[src/rtl/seq_nr_divider_pkg.sv]
// Shared definitions for the sequential non-restoring divider: FSM encoding,
// default operand width and the iteration-counter width helper.
package seq_nr_divider_pkg;

    localparam int DEF_WIDTH = 8;

    typedef enum logic [1:0] {
        S_IDLE = 2'd0,
        S_ITER = 2'd1,
        S_FIX  = 2'd2,
        S_DONE = 2'd3
    } state_t;

    // Counter must hold WIDTH-1; never narrower than one bit.
    function automatic int cnt_width(input int width);
        return (width > 2) ? $clog2(width) : 1;
    endfunction

endpackage

[src/rtl/seq_nr_divider_addsub.sv]
// N-bit ripple-carry add/subtract cell: o_sum = i_a + (i_b ^ {N{i_sub}}) + i_sub.
// The carry out of the top bit is never formed.
module seq_nr_divider_addsub #(
    parameter int N = 9
) (
    input  logic [N-1:0] i_a,
    input  logic [N-1:0] i_b,
    input  logic         i_sub,
    output logic [N-1:0] o_sum
);

    logic [N-1:0] w_b;
    logic [N-1:0] w_c;

    assign w_b    = i_b ^ {N{i_sub}};
    assign w_c[0] = i_sub;

    generate
        for (genvar gi = 0; gi < N; gi++) begin : g_bit
            assign o_sum[gi] = i_a[gi] ^ w_b[gi] ^ w_c[gi];
            if (gi < N - 1) begin : g_carry
                assign w_c[gi+1] = (i_a[gi] & w_b[gi]) | (w_c[gi] & (i_a[gi] ^ w_b[gi]));
            end
        end
    endgenerate

endmodule

[src/rtl/seq_nr_divider.sv]
// Multi-cycle non-restoring divider, one quotient bit per clock, start/done handshake.
// Optional macro DIV_SIGNED_EN: two's-complement operands with truncation toward zero.
module seq_nr_divider
    import seq_nr_divider_pkg::*;
#(
    parameter int WIDTH = DEF_WIDTH
) (
    input  logic             clk,
    input  logic             rst_n,
    input  logic             start,
    input  logic [WIDTH-1:0] dividend,
    input  logic [WIDTH-1:0] divisor,
    output logic             busy,
    output logic             done,
    output logic [WIDTH-1:0] quotient,
    output logic [WIDTH-1:0] remainder,
    output logic             div_by_zero
);

    localparam int CNT_W = cnt_width(WIDTH);

    state_t           r_state;
    state_t           w_state_next;
    logic             w_accept;
    logic             w_div_zero;
    logic [CNT_W-1:0] r_cnt;
    logic [WIDTH:0]   r_p;
    logic [WIDTH-1:0] r_q;
    logic [WIDTH-1:0] r_d;
    logic [WIDTH-1:0] r_quot;
    logic [WIDTH-1:0] r_rem;
    logic             r_dbz;

    logic [WIDTH-1:0] w_dvd_mag;
    logic [WIDTH-1:0] w_dvs_mag;
    logic [WIDTH:0]   w_as_a;
    logic [WIDTH:0]   w_sum;
    logic             w_as_sub;
    logic [WIDTH-1:0] w_rem_base;
    logic [WIDTH-1:0] w_quot_fix;
    logic [WIDTH-1:0] w_rem_fix;

    assign w_div_zero = (divisor == '0);

    // ITER: shifted partial remainder +/- D; FIX: P + D (used only when P is negative).
    assign w_as_a   = (r_state == S_FIX) ? r_p : {r_p[WIDTH-1:0], r_q[WIDTH-1]};
    assign w_as_sub = (r_state == S_FIX) ? 1'b0 : ~r_p[WIDTH];

    seq_nr_divider_addsub #(
        .N (WIDTH + 1)
    ) u_addsub (
        .i_a   (w_as_a),
        .i_b   ({1'b0, r_d}),
        .i_sub (w_as_sub),
        .o_sum (w_sum)
    );

    assign w_rem_base = r_p[WIDTH] ? w_sum[WIDTH-1:0] : r_p[WIDTH-1:0];

`ifdef DIV_SIGNED_EN
    logic r_neg_q;
    logic r_neg_r;

    assign w_dvd_mag  = dividend[WIDTH-1] ? ('0 - dividend) : dividend;
    assign w_dvs_mag  = divisor[WIDTH-1]  ? ('0 - divisor)  : divisor;
    assign w_quot_fix = r_neg_q ? ('0 - r_q) : r_q;
    assign w_rem_fix  = r_neg_r ? ('0 - w_rem_base) : w_rem_base;
`else
    assign w_dvd_mag  = dividend;
    assign w_dvs_mag  = divisor;
    assign w_quot_fix = r_q;
    assign w_rem_fix  = w_rem_base;
`endif

    always_ff @(posedge clk or negedge rst_n) begin
        if (!rst_n) begin
            r_state <= S_IDLE;
        end else begin
            r_state <= w_state_next;
        end
    end

    always_comb begin
        w_state_next = r_state;
        w_accept     = 1'b0;
        busy         = (r_state != S_IDLE);
        done         = (r_state == S_DONE);
        case (r_state)
            S_IDLE: begin
                if (start) begin
                    w_accept     = 1'b1;
                    w_state_next = w_div_zero ? S_DONE : S_ITER;
                end
            end
            S_ITER:  if (r_cnt == '0) w_state_next = S_FIX;
            S_FIX:   w_state_next = S_DONE;
            S_DONE:  w_state_next = S_IDLE;
            default: w_state_next = S_IDLE;
        endcase
    end

    always_ff @(posedge clk or negedge rst_n) begin
        if (!rst_n) begin
            r_cnt  <= '0;
            r_p    <= '0;
            r_q    <= '0;
            r_d    <= '0;
            r_quot <= '0;
            r_rem  <= '0;
            r_dbz  <= 1'b0;
`ifdef DIV_SIGNED_EN
            r_neg_q <= 1'b0;
            r_neg_r <= 1'b0;
`endif
        end else begin
            if (w_accept) begin
                r_dbz <= w_div_zero;
                if (w_div_zero) begin
                    r_quot <= '1;
                    r_rem  <= dividend;
                end else begin
                    r_d   <= w_dvs_mag;
                    r_q   <= w_dvd_mag;
                    r_p   <= '0;
                    r_cnt <= CNT_W'(WIDTH - 1);
`ifdef DIV_SIGNED_EN
                    r_neg_q <= dividend[WIDTH-1] ^ divisor[WIDTH-1];
                    r_neg_r <= dividend[WIDTH-1];
`endif
                end
            end
            if (r_state == S_ITER) begin
                r_p   <= w_sum;
                r_q   <= {r_q[WIDTH-2:0], ~w_sum[WIDTH]};
                r_cnt <= r_cnt - 1'b1;
            end
            if (r_state == S_FIX) begin
                r_quot <= w_quot_fix;
                r_rem  <= w_rem_fix;
            end
        end
    end

    assign quotient    = r_quot;
    assign remainder   = r_rem;
    assign div_by_zero = r_dbz;

endmodule

[config.mk]
export PLATFORM = sky130hd
export DESIGN_NAME = seq_nr_divider
export DESIGN_NICKNAME = d
export VERILOG_FILES = /design/src/rtl/seq_nr_divider_pkg.sv /design/src/rtl/seq_nr_divider_addsub.sv /design/src/rtl/seq_nr_divider.sv
export SDC_FILE = /design/constraint.sdc
export NUM_CORES = 1
export LEC_CHECK = 0
export ABC_AREA = 1
export BUFFER_PORTS_ARGS = -buffer_cell sky130_fd_sc_hd__buf_4
export CORE_MARGIN = 2
export CORE_UTILIZATION = 40
export DETAILED_ROUTE_END_ITERATION = 6
export GPL_ROUTABILITY_DRIVEN = 1
export MAX_ROUTING_LAYER = met4
export PLACE_DENSITY_LB_ADDON = 0.05
export SETUP_SLACK_MARGIN = 0.3
export SLEW_MARGIN = 20
export SYNTH_ARGS = -nofsm -noshare
export SYNTH_HDL_FRONTEND = slang
export SYNTH_SLANG_ARGS = --single-unit
[constraint.sdc]
create_clock -name clk -period 4.3 [get_ports clk]
set_clock_uncertainty 0.05 [all_clocks]
set_input_delay 1.29 -clock clk [delete_from_list [all_inputs] [get_ports clk]]
set_output_delay 1.29 -clock clk [all_outputs]
set_load 0.05 [all_outputs]
# Word-level counts from Yosys, hierarchy flattened
# Index checks and enable logic that the tools add are counted.
[totals]
in_bits = 19
output_inout_bits = 19
word_cells = 96
regBits = 47
[classes]
reduce_logical = 11
n_mux = 24
addsub = 1
eq_ne = 6
bitwise = 46
[op_table]
columns = ["op", "n"]
rows = [
  ["8-bit 2-to-1 mux", 10],
  ["9-bit 2-to-1 mux", 4],
  ["1-bit XOR", 18],
  ["1-bit bitwise AND", 16],
  ["3-bit 2-to-1 mux", 3],
  ["8-bit by 9-bit XOR with 9-bit output", 1],
  ["8-bit logical NOT", 1],
  ["1-bit bitwise OR", 8],
  ["2-bit case mux with 4 select lines", 1],
  ["2-bit AND reduction", 4],
  ["2-bit nonzero test", 4],
  ["2-bit 2-to-1 mux", 3],
  ["2-bit == test, second input constant", 2],
  ["2-bit inequality test, second input constant", 2],
  ["3-bit logical NOT", 1],
  ["1-bit 2-to-1 mux", 3],
  ["1-bit NOT", 3],
  ["3-bit by 1-bit subtractor with 3-bit output, second input constant", 1],
  ["2-bit by 1-bit == test with 1-bit output, second input constant", 1],
  ["2-bit logical NOT", 1],
  ["2-bit by 1-bit inequality test with 1-bit output, second input constant", 1],
]

# Longest topological paths before layout
# Gate-level depths: netlist of the first run.
[logic_depth]
word_depth = 23
ltp_mapped = 21
ltp_nobuf = 20

# Modules after synthesis
# A second synthesis of the first run with hierarchy kept.
[hier_totals]
hier_cells = 393
hier_area_um2 = 2876.5
[by_module_without_submodules]
columns = ["mod", "seq_area_each_um2", "cells_per_inst", "area_per_inst_um2", "n_inst"]
rows = [
  ["seq_nr_divider", 1176.1, 332, 2489.9, 1],
  ["seq_nr_divider_addsub", 0.0, 61, 386.6, 1],
]

# Worst setup path after synthesis of the first run
# OpenSTA, ideal clock, no wires.
[synth_path]
path_kind = "flip-flop to flip-flop"
startpoint = "register r_state[0]"
endpoint = "register r_rem[7], in the netlist remainder[7]"
setup_slack_ns = -0.062
setup_time_ns = 0.134
path_stages_with_launch = 19
n_path_buf = 1
t_arrival_ns = 4.178
period_less_slack_ns = 4.362
t_required_ns = 4.116
path_cell_list = "dfrtp_1 -> inv_1 -> ha_1 -> buf_2 -> nor2_2 -> xor2_1 -> fa_1 -> fa_1 -> fa_1 -> fa_1 -> fa_1 -> inv_1 -> fa_1 -> inv_1 -> fa_1 -> nand2_1 -> o21ai_0 -> a21oi_1 -> o21ai_0"
[synth_between]
elab_chain_len = 21
elab_cells_between_ends = 41
classes_between = "1 x eq/ne; 5 x mux; 31 x bitwise; 4 x reduce/logical"
[synth_rtl]
columns = ["item", "line", "text"]
rows = [
  ["from (decl)", "seq_nr_divider.sv:22", "state_t r_state;"],
  ["from (signal assigned)", "seq_nr_divider.sv:79", "r_state <= w_state_next;"],
  ["2-bit == test", "seq_nr_divider.sv:46, seq_nr_divider.sv:47, seq_nr_divider.sv:137", ""],
  ["1-bit 2-to-1 mux", "seq_nr_divider.sv:47", "assign w_as_sub = (r_state == S_FIX) ? 1'b0 : ~r_p[WIDTH];"],
  ["8-bit by 9-bit XOR with 9-bit output", "seq_nr_divider_addsub.sv:15", "assign w_b = i_b ^ {N{i_sub}};"],
  ["1-bit XOR", "seq_nr_divider_addsub.sv:22", "assign w_c[gi+1] = (i_a[gi] & w_b[gi]) | (w_c[gi] & (i_a[gi] ^ w_b[gi]));"],
  ["1-bit bitwise AND", "seq_nr_divider_addsub.sv:22", ""],
  ["1-bit bitwise OR", "seq_nr_divider_addsub.sv:22", ""],
  ["1-bit bitwise AND", "seq_nr_divider_addsub.sv:22", ""],
  ["1-bit bitwise OR", "seq_nr_divider_addsub.sv:22", ""],
  ["(+5 left out)", "n/a", ""],
  ["1-bit bitwise OR", "seq_nr_divider_addsub.sv:22", ""],
  ["1-bit bitwise AND", "seq_nr_divider_addsub.sv:22", ""],
  ["1-bit bitwise OR", "seq_nr_divider_addsub.sv:22", ""],
  ["1-bit bitwise AND", "seq_nr_divider_addsub.sv:22", ""],
  ["1-bit bitwise OR", "seq_nr_divider_addsub.sv:22", ""],
  ["1-bit XOR", "seq_nr_divider_addsub.sv:20", "assign o_sum[gi] = i_a[gi] ^ w_b[gi] ^ w_c[gi];"],
  ["8-bit 2-to-1 mux", "seq_nr_divider.sv:58", "assign w_rem_base = r_p[WIDTH] ? w_sum[WIDTH-1:0] : r_p[WIDTH-1:0];"],
  ["8-bit 2-to-1 mux", "seq_nr_divider.sv:137", "if (r_state == S_FIX) begin"],
  ["to (signal assigned)", "seq_nr_divider.sv:120", "r_rem <= dividend;"],
  ["to (signal assigned)", "seq_nr_divider.sv:139", "r_rem <= w_rem_fix;"],
  ["to (decl)", "seq_nr_divider.sv:31", "logic [WIDTH-1:0] r_rem;"],
]
# Several ways; a longest one is shown, not always the timed one.
# A chain may end at the register's enable or synchronous reset.

# Final worst setup path of the first run
# Same ends and word-level chain as after synthesis.

==> results.cfg, run 1 <==
[status]
outcome = completed

[logic_synthesis]
synth_area_per_cell_um2 = 8.12
synth_edf_count = 0
ys_ff_latch = 47
synth_warnings = 0
synthDistinctLibCells = 29
synth_top_area_share_pct = 44.4
netlist_top_cells_area = dfrtp_1 44%, nand2_1 19%, fa_1 5.3%
synth-simple-area-share_pct = 28.4
seq_area_frac_synth_pct = 44.4
synthFlopType = dfrtp_1
synth_nets = 359
synth_xor_area_share_pct = 2.32
async_reset_ff_share_pct = 100
synthCells = 326
synth_top_family_by_area = simple AND/OR/NAND/NOR gates
synth_fa_ha_area_share_pct = 8.61
syn_area_um2 = 2650
synthMuxAreaShare_pct = 0.378
yosysTopAreaCell = dfrtp_1
synth-compound-area-share_pct = 9.60

[global_routing]
grt_overflow_total = 0
grt_pass1_wl_um = 10500
grt_pass1_vias = 2082
antenna_found_initial = 0
grt_max_degree = 48
grt_util_all_layers_pct = 19.1

[sta]
rsz0062_at_grt = yes
fin_crit_ns = 3.98
relSlewSlack_pct = 59.4
worstMarginPinSlew_ns = 0.609
drv_slew = 0
hold_violations = 0
min_period_over_period_pct = 92.6
final-setup-viol-count = 0
fmax_mhz = 251
finalSetupTns_ns = 0

[finish]
fin_nets = 404
num-fill-cells = 633
design_area_um2 = 3180
utilization_pct = 49.8
area_growth_pct = 20.2
drive_above_1_share_pct = 25.3
multi_input_area_um2 = 1360
antennaDiodeCount = 0
ff_latch_area_um2 = 1180

[placed_design]
port-buffer-count = 37
dp_hpwl_um = 4220
dpl_cell_area_um2 = 3020
place_congestion = 0.790

[drt]
drt_iter0_drc = 173
routed_wirelength_um = 5910
drc_errors = 0
wl_per_cell_um = 13.2
vias = 2088
via_per_inst = 4.65
ant_nets = 0
dr.pass1.iters = 4

[clock_tree]
cts_buffer_depth = 2
numCtsBuffers = 5
clk_latency_ns = 0.31
clockRootBuffer = clkbuf_8
clk_pin_slew_worst_paths_ns = 0.10
cts_tree = done
cts.sinks = 47
htreeDepth = 2

[die]
start_util_pct = 41.4
core_area_um2 = 6390
die_h_um = 85.3
rows = 29
die_x_um = 85.3
io_pins = 38
die_area_um2 = 7280

[worst_setup_path]
crit_fanout = 6
start_kind = flop
criticalPathCategory = reg2reg
worstPathRequired_ns = 4.48
cp-end-kind = flop
arrival_ns = 4.16

[worst_hold_path]
holdCritPathClass = reg2reg

[job]
cap_violations = 0
-- area by class of cell --
type                    instances  area share, %
clock buffers                   5           2.16
clock inverters                 3          0.629
inverters                      25           3.03
multi-input cells             243           42.6
flip-flops and latches         47           37.0
well taps                      77           3.03
repair buffers                 49           11.6
-- worst max-delay path: stages, from the launching register on --
cell and delay, ns:
dfrtp_1 0.40, inv_2 0.08, ha_4 0.20, inv_4 0.04, nand2_1 0.06, nand3_2 0.08
o21a_1 0.13, fa_2 0.36, fa_2 0.34, fa_2 0.34, fa_2 0.34, fa_1 0.36
inv_1 0.07, fa_1 0.15, inv_1 0.05, fa_2 0.52, nand2_1 0.05, o21ai_0 0.07
a21oi_1 0.08, o21ai_1 0.13
-- flip-flops by register name (all words and copies together) (netlist names) --
signal	cells
r_cnt	3
div_by_zero	1
r_q	8
r_d	8
r_p	9
r_state	2
remainder	8
quotient	8
-- synth_stat cells, types with 2 or more instances --
library cell  instances
dfrtp_1              47
nand3_1               6
ha_1                  7
xor2_1                7
nand2_4               2
buf_6                 3
nand2_1             132
nand2_2               2
fa_1                  7
a21oi_1               4
nor2_4                3
inv_2                 2
o21ai_0              22
o21ai_2               8
inv_1                23
nor2_2                5
clkbuf_1              2
nor2_1               28
buf_2                 6
-- path summary, 6_finish.rpt --
path                                    from            to  slack [ns]  depth (start not counted)
worst max-delay path              r_state[0]  remainder[7]        0.32                         19
worst max register to register    r_state[0]  remainder[7]        0.32                         19
worst min register to register  remainder[2]  remainder[2]        0.43                          2
min in group asynchronous              rst_n    r_state[1]        0.94                          1
max in group asynchronous              rst_n        r_q[0]        2.85                          1
worst min-delay path            remainder[2]  remainder[2]        0.43                          2
-- per-layer routing --
metal	wire [um]	track usage, %	part of all wire (%)	vias up
met5	0	-	0	-
met4	67	4.76	1.1	0
met3	204	3.50	3.5	7
met2	2710	28.8	46	38
met1	2930	26.9	50	949
li1	-	-	-	1094
-- per-stage QoR --
step           hold WS [ns]  setup WS (ns)  instances
2_1_floorplan         0.411          0.301        326
3_3_place_gp          0.408          0.191        434
3_5_place_dp          0.412          0.145        434
4_1_cts               0.436          0.304        447
5_1_grt               0.453          0.108        449
6_report              0.428          0.319        449
-- placed cells by master (no fill, tap or decap), types with 2 or more instances in the layout --
master,count
xor2_1,6
nor2_1,28
buf_4,49
dfrtp_1,47
fa_2,5
clkbuf_8,5
o21ai_2,9
a21oi_1,4
nand2_2,2
fa_1,2
nand2_4,2
nor2_4,4
inv_1,22
clkinvlp_4,2
nand3_1,4
ha_1,6
nand3_2,3
inv_2,2
nand2_1,132
nor2_2,4
o21ai_0,20
-- cell families after synthesis --
| logic type | count (synthesis) |
|---|---|
| simple gates | 181 |
| flops | 47 |
| compound gates | 40 |
| buf+inv | 36 |
| fa+ha+maj | 14 |
| xor+xnor | 7 |
| mux | 1 |
-- what timing repair did --
action | 4_1_cts | 5_1_grt
gates resized for setup | 1 | 4
endpoints found under the setup margin | 4 | 4
hold buffers | 0 | 0
pin swaps | 0 | 1
setup buffers | 5 | 2
Power of run 1 is left out: the tool's default activity adds up to more than one toggle a clock period on the data nets, which glitch-free logic cannot reach.
==> run 2: changes to the inputs <==
==> constraint.sdc (replaced) <==
create_clock -name clk -period 4.3 [get_ports clk]
set_clock_uncertainty 0.05 [all_clocks]
set_input_delay 0 -clock clk [delete_from_list [all_inputs] [get_ports clk]]
set_output_delay 0 -clock clk [all_outputs]
set_load 0.05 [all_outputs]
==> run 2 against run 1 <==
Net effect: fmax hardly changed; wire length increased by 3.7%; clock-buffer cell count stayed put; cell area up 5.0%.
==> results.cfg, run 2 (synthesized netlist as in run 1, its figures left out) <==
[worst_setup_path]
cp_slowest_cell = fa_2
r2r_end = remainder[7]
cp-end-kind = flop
slowest_delay_ns = 0.52
criticalPathCategory = reg2reg
r2r-start = r_state[0]
worstPathRequired_ns = 4.48
arrival_ns = 4.16
r2r_slack_ns = 0.32
worst-r2r-cell-count = 19
path_cells = inv_2 > ha_4 > inv_4 > nand2_1 > nand3_2 > o21a_1 > fa_2 > fa_2 > fa_2 > fa_2 > fa_1 > inv_1 > fa_1 > inv_1 > fa_2 > nand2_1 > o21ai_0 > a21oi_1 > o21ai_1
crit_path_frequent_cell = fa_2
start_kind = flop
crit_fanout = 6

[global_routing]
grt_overflow_total = 0
grt_max_degree = 48
grt.busiest_layer = met2
grt_use_met3_pct = 3.50
antenna_found_initial = 0
grt_util_met1_pct = 27.1
grt_pass1_wl_um = 10800
grt_util_all_layers_pct = 19.6
met2_usage_pct = 30.2
grt_pass1_vias = 2143

[sta]
fmax_mhz = 251
fin_crit_ns = 3.98
fin_ws_ns = 0.321
rsz0062_at_grt = yes
min_period_over_period_pct = 92.5
drv_slew = 0
relSlewSlack_pct = 59.4
final-setup-viol-count = 0
finalSetupTns_ns = 0
worstMarginPinSlew_ns = 0.609
hold_violations = 0

[die]
die_x_um = 85.3
io_pins = 38
rows = 29
die_area_um2 = 7280
start_util_pct = 41.4
die_h_um = 85.3
core_area_um2 = 6390

[drt]
drc_errors = 0
routed_wirelength_um = 6130
drt_iter0_drc = 192
wl_per_cell_um = 13.2
vias = 2147
ant_nets = 0
dr.pass1.iters = 4
via_per_inst = 4.62

[clock_tree]
clk_pin_slew_worst_paths_ns = 0.09
clk_latency_ns = 0.30
clockRootBuffer = clkbuf_8
cts.sinks = 47
numCtsBuffers = 5
htreeDepth = 2
cts_buffer_depth = 2
cts_tree = done

[finish]
antennaDiodeCount = 0
num-fill-cells = 620
drive_above_1_share_pct = 24.2
largest_reg_flops = 9
area_growth_pct = 26.3
top_register = r_p
final_cell_mix = 132 x nand2_1, 49 x buf_4, 47 x dfrtp_1, 28 x nor2_1, 22 x inv_1
fin_nets = 420
multi_input_area_um2 = 1360
ff_latch_area_um2 = 1180
final_common_cell = nand2_1

[power]
p_leak_nw = 1.74
powerDensity_nw_per_um2 = 907
peakVddDrop_uv = 399

[worst_hold_path]
holdCritPathClass = in2reg
min_path_cells = 4
hold_end = div_by_zero
worstHoldStart = start

[job]
cap_violations = 0

[placed_design]
dp_hpwl_um = 4220
port-buffer-count = 37
place_congestion = 0.790
dp_slack_ns = 0.145

[status]
outcome = completed
[run 2: routing by layer]
metal  up-vias  part of all wire (%)  wire, um
met5         -                     0         0
met4         0                   1.1        67
met3         7                   3.4       207
met2        31                    46      2830
met1       982                    49      3020
li1       1127                     -         -
[run 2: cell type report]
cell class	instances	area share, %
Clock inverter	3	0.599
Inverter	25	2.88
Multi-Input combinational cell	243	40.6
Clock buffer	5	2.06
Tap cell	77	2.88
Sequential cell	47	35.2
Timing Repair Buffer	65	15.8
[run 2: worst max path at each step]
stage | cells past startpoint | endpoint | start
floorplan | 20 | remainder[7] | r_state[0]
global placement | 19 | remainder[7] | r_state[0]
detailed placement | 19 | remainder[7] | r_state[0]
CTS | 19 | remainder[7] | r_state[0]
global route | 19 | remainder[7] | r_state[0]
finish | 19 | remainder[7] | r_state[0]
[run 2: critical path, delay by kind of cell, from the launching register on]
family / cells / cell delay, ns
compound gates: 4 / 0.41
fa+ha+maj: 8 / 2.61
buf+inv: 4 / 0.24
flops: 1 / 0.40
simple gates: 3 / 0.19
[run 2: power breakdown]
group | total, mW | internal [mW] | switching, mW
sequential | 0.793 | 0.662 | 0.132
clock | 0.271 | 0.113 | 0.157
combinational | 1.97 | 0.732 | 1.24
[run 2: repair_timing]
item / in CTS / in global routing
pin swaps: 0 / 1
endpoints found under the hold margin: 69 / 0
resized for setup: 1 / 4
hold buffers: 16 / 0
endpoints found under the setup margin: 4 / 4
setup buffers: 5 / 2
[run 2: stage by stage]
step                area [um2]  util [%]  hold WS (ns)  cells  power, mW
floorplan                 2690         -        -0.346    326       2.26
global route              3340      52.3        0.0632    465       3.34
detailed placement        3020      47.3        0.0118    434       2.71
finish                    3340      52.3        0.0120    465       3.03
CTS                       3320      51.9        0.0102    463       3.04
global placement          3020      47.3        0.0122    434       2.71
Power figures use the tool's default switching activity.
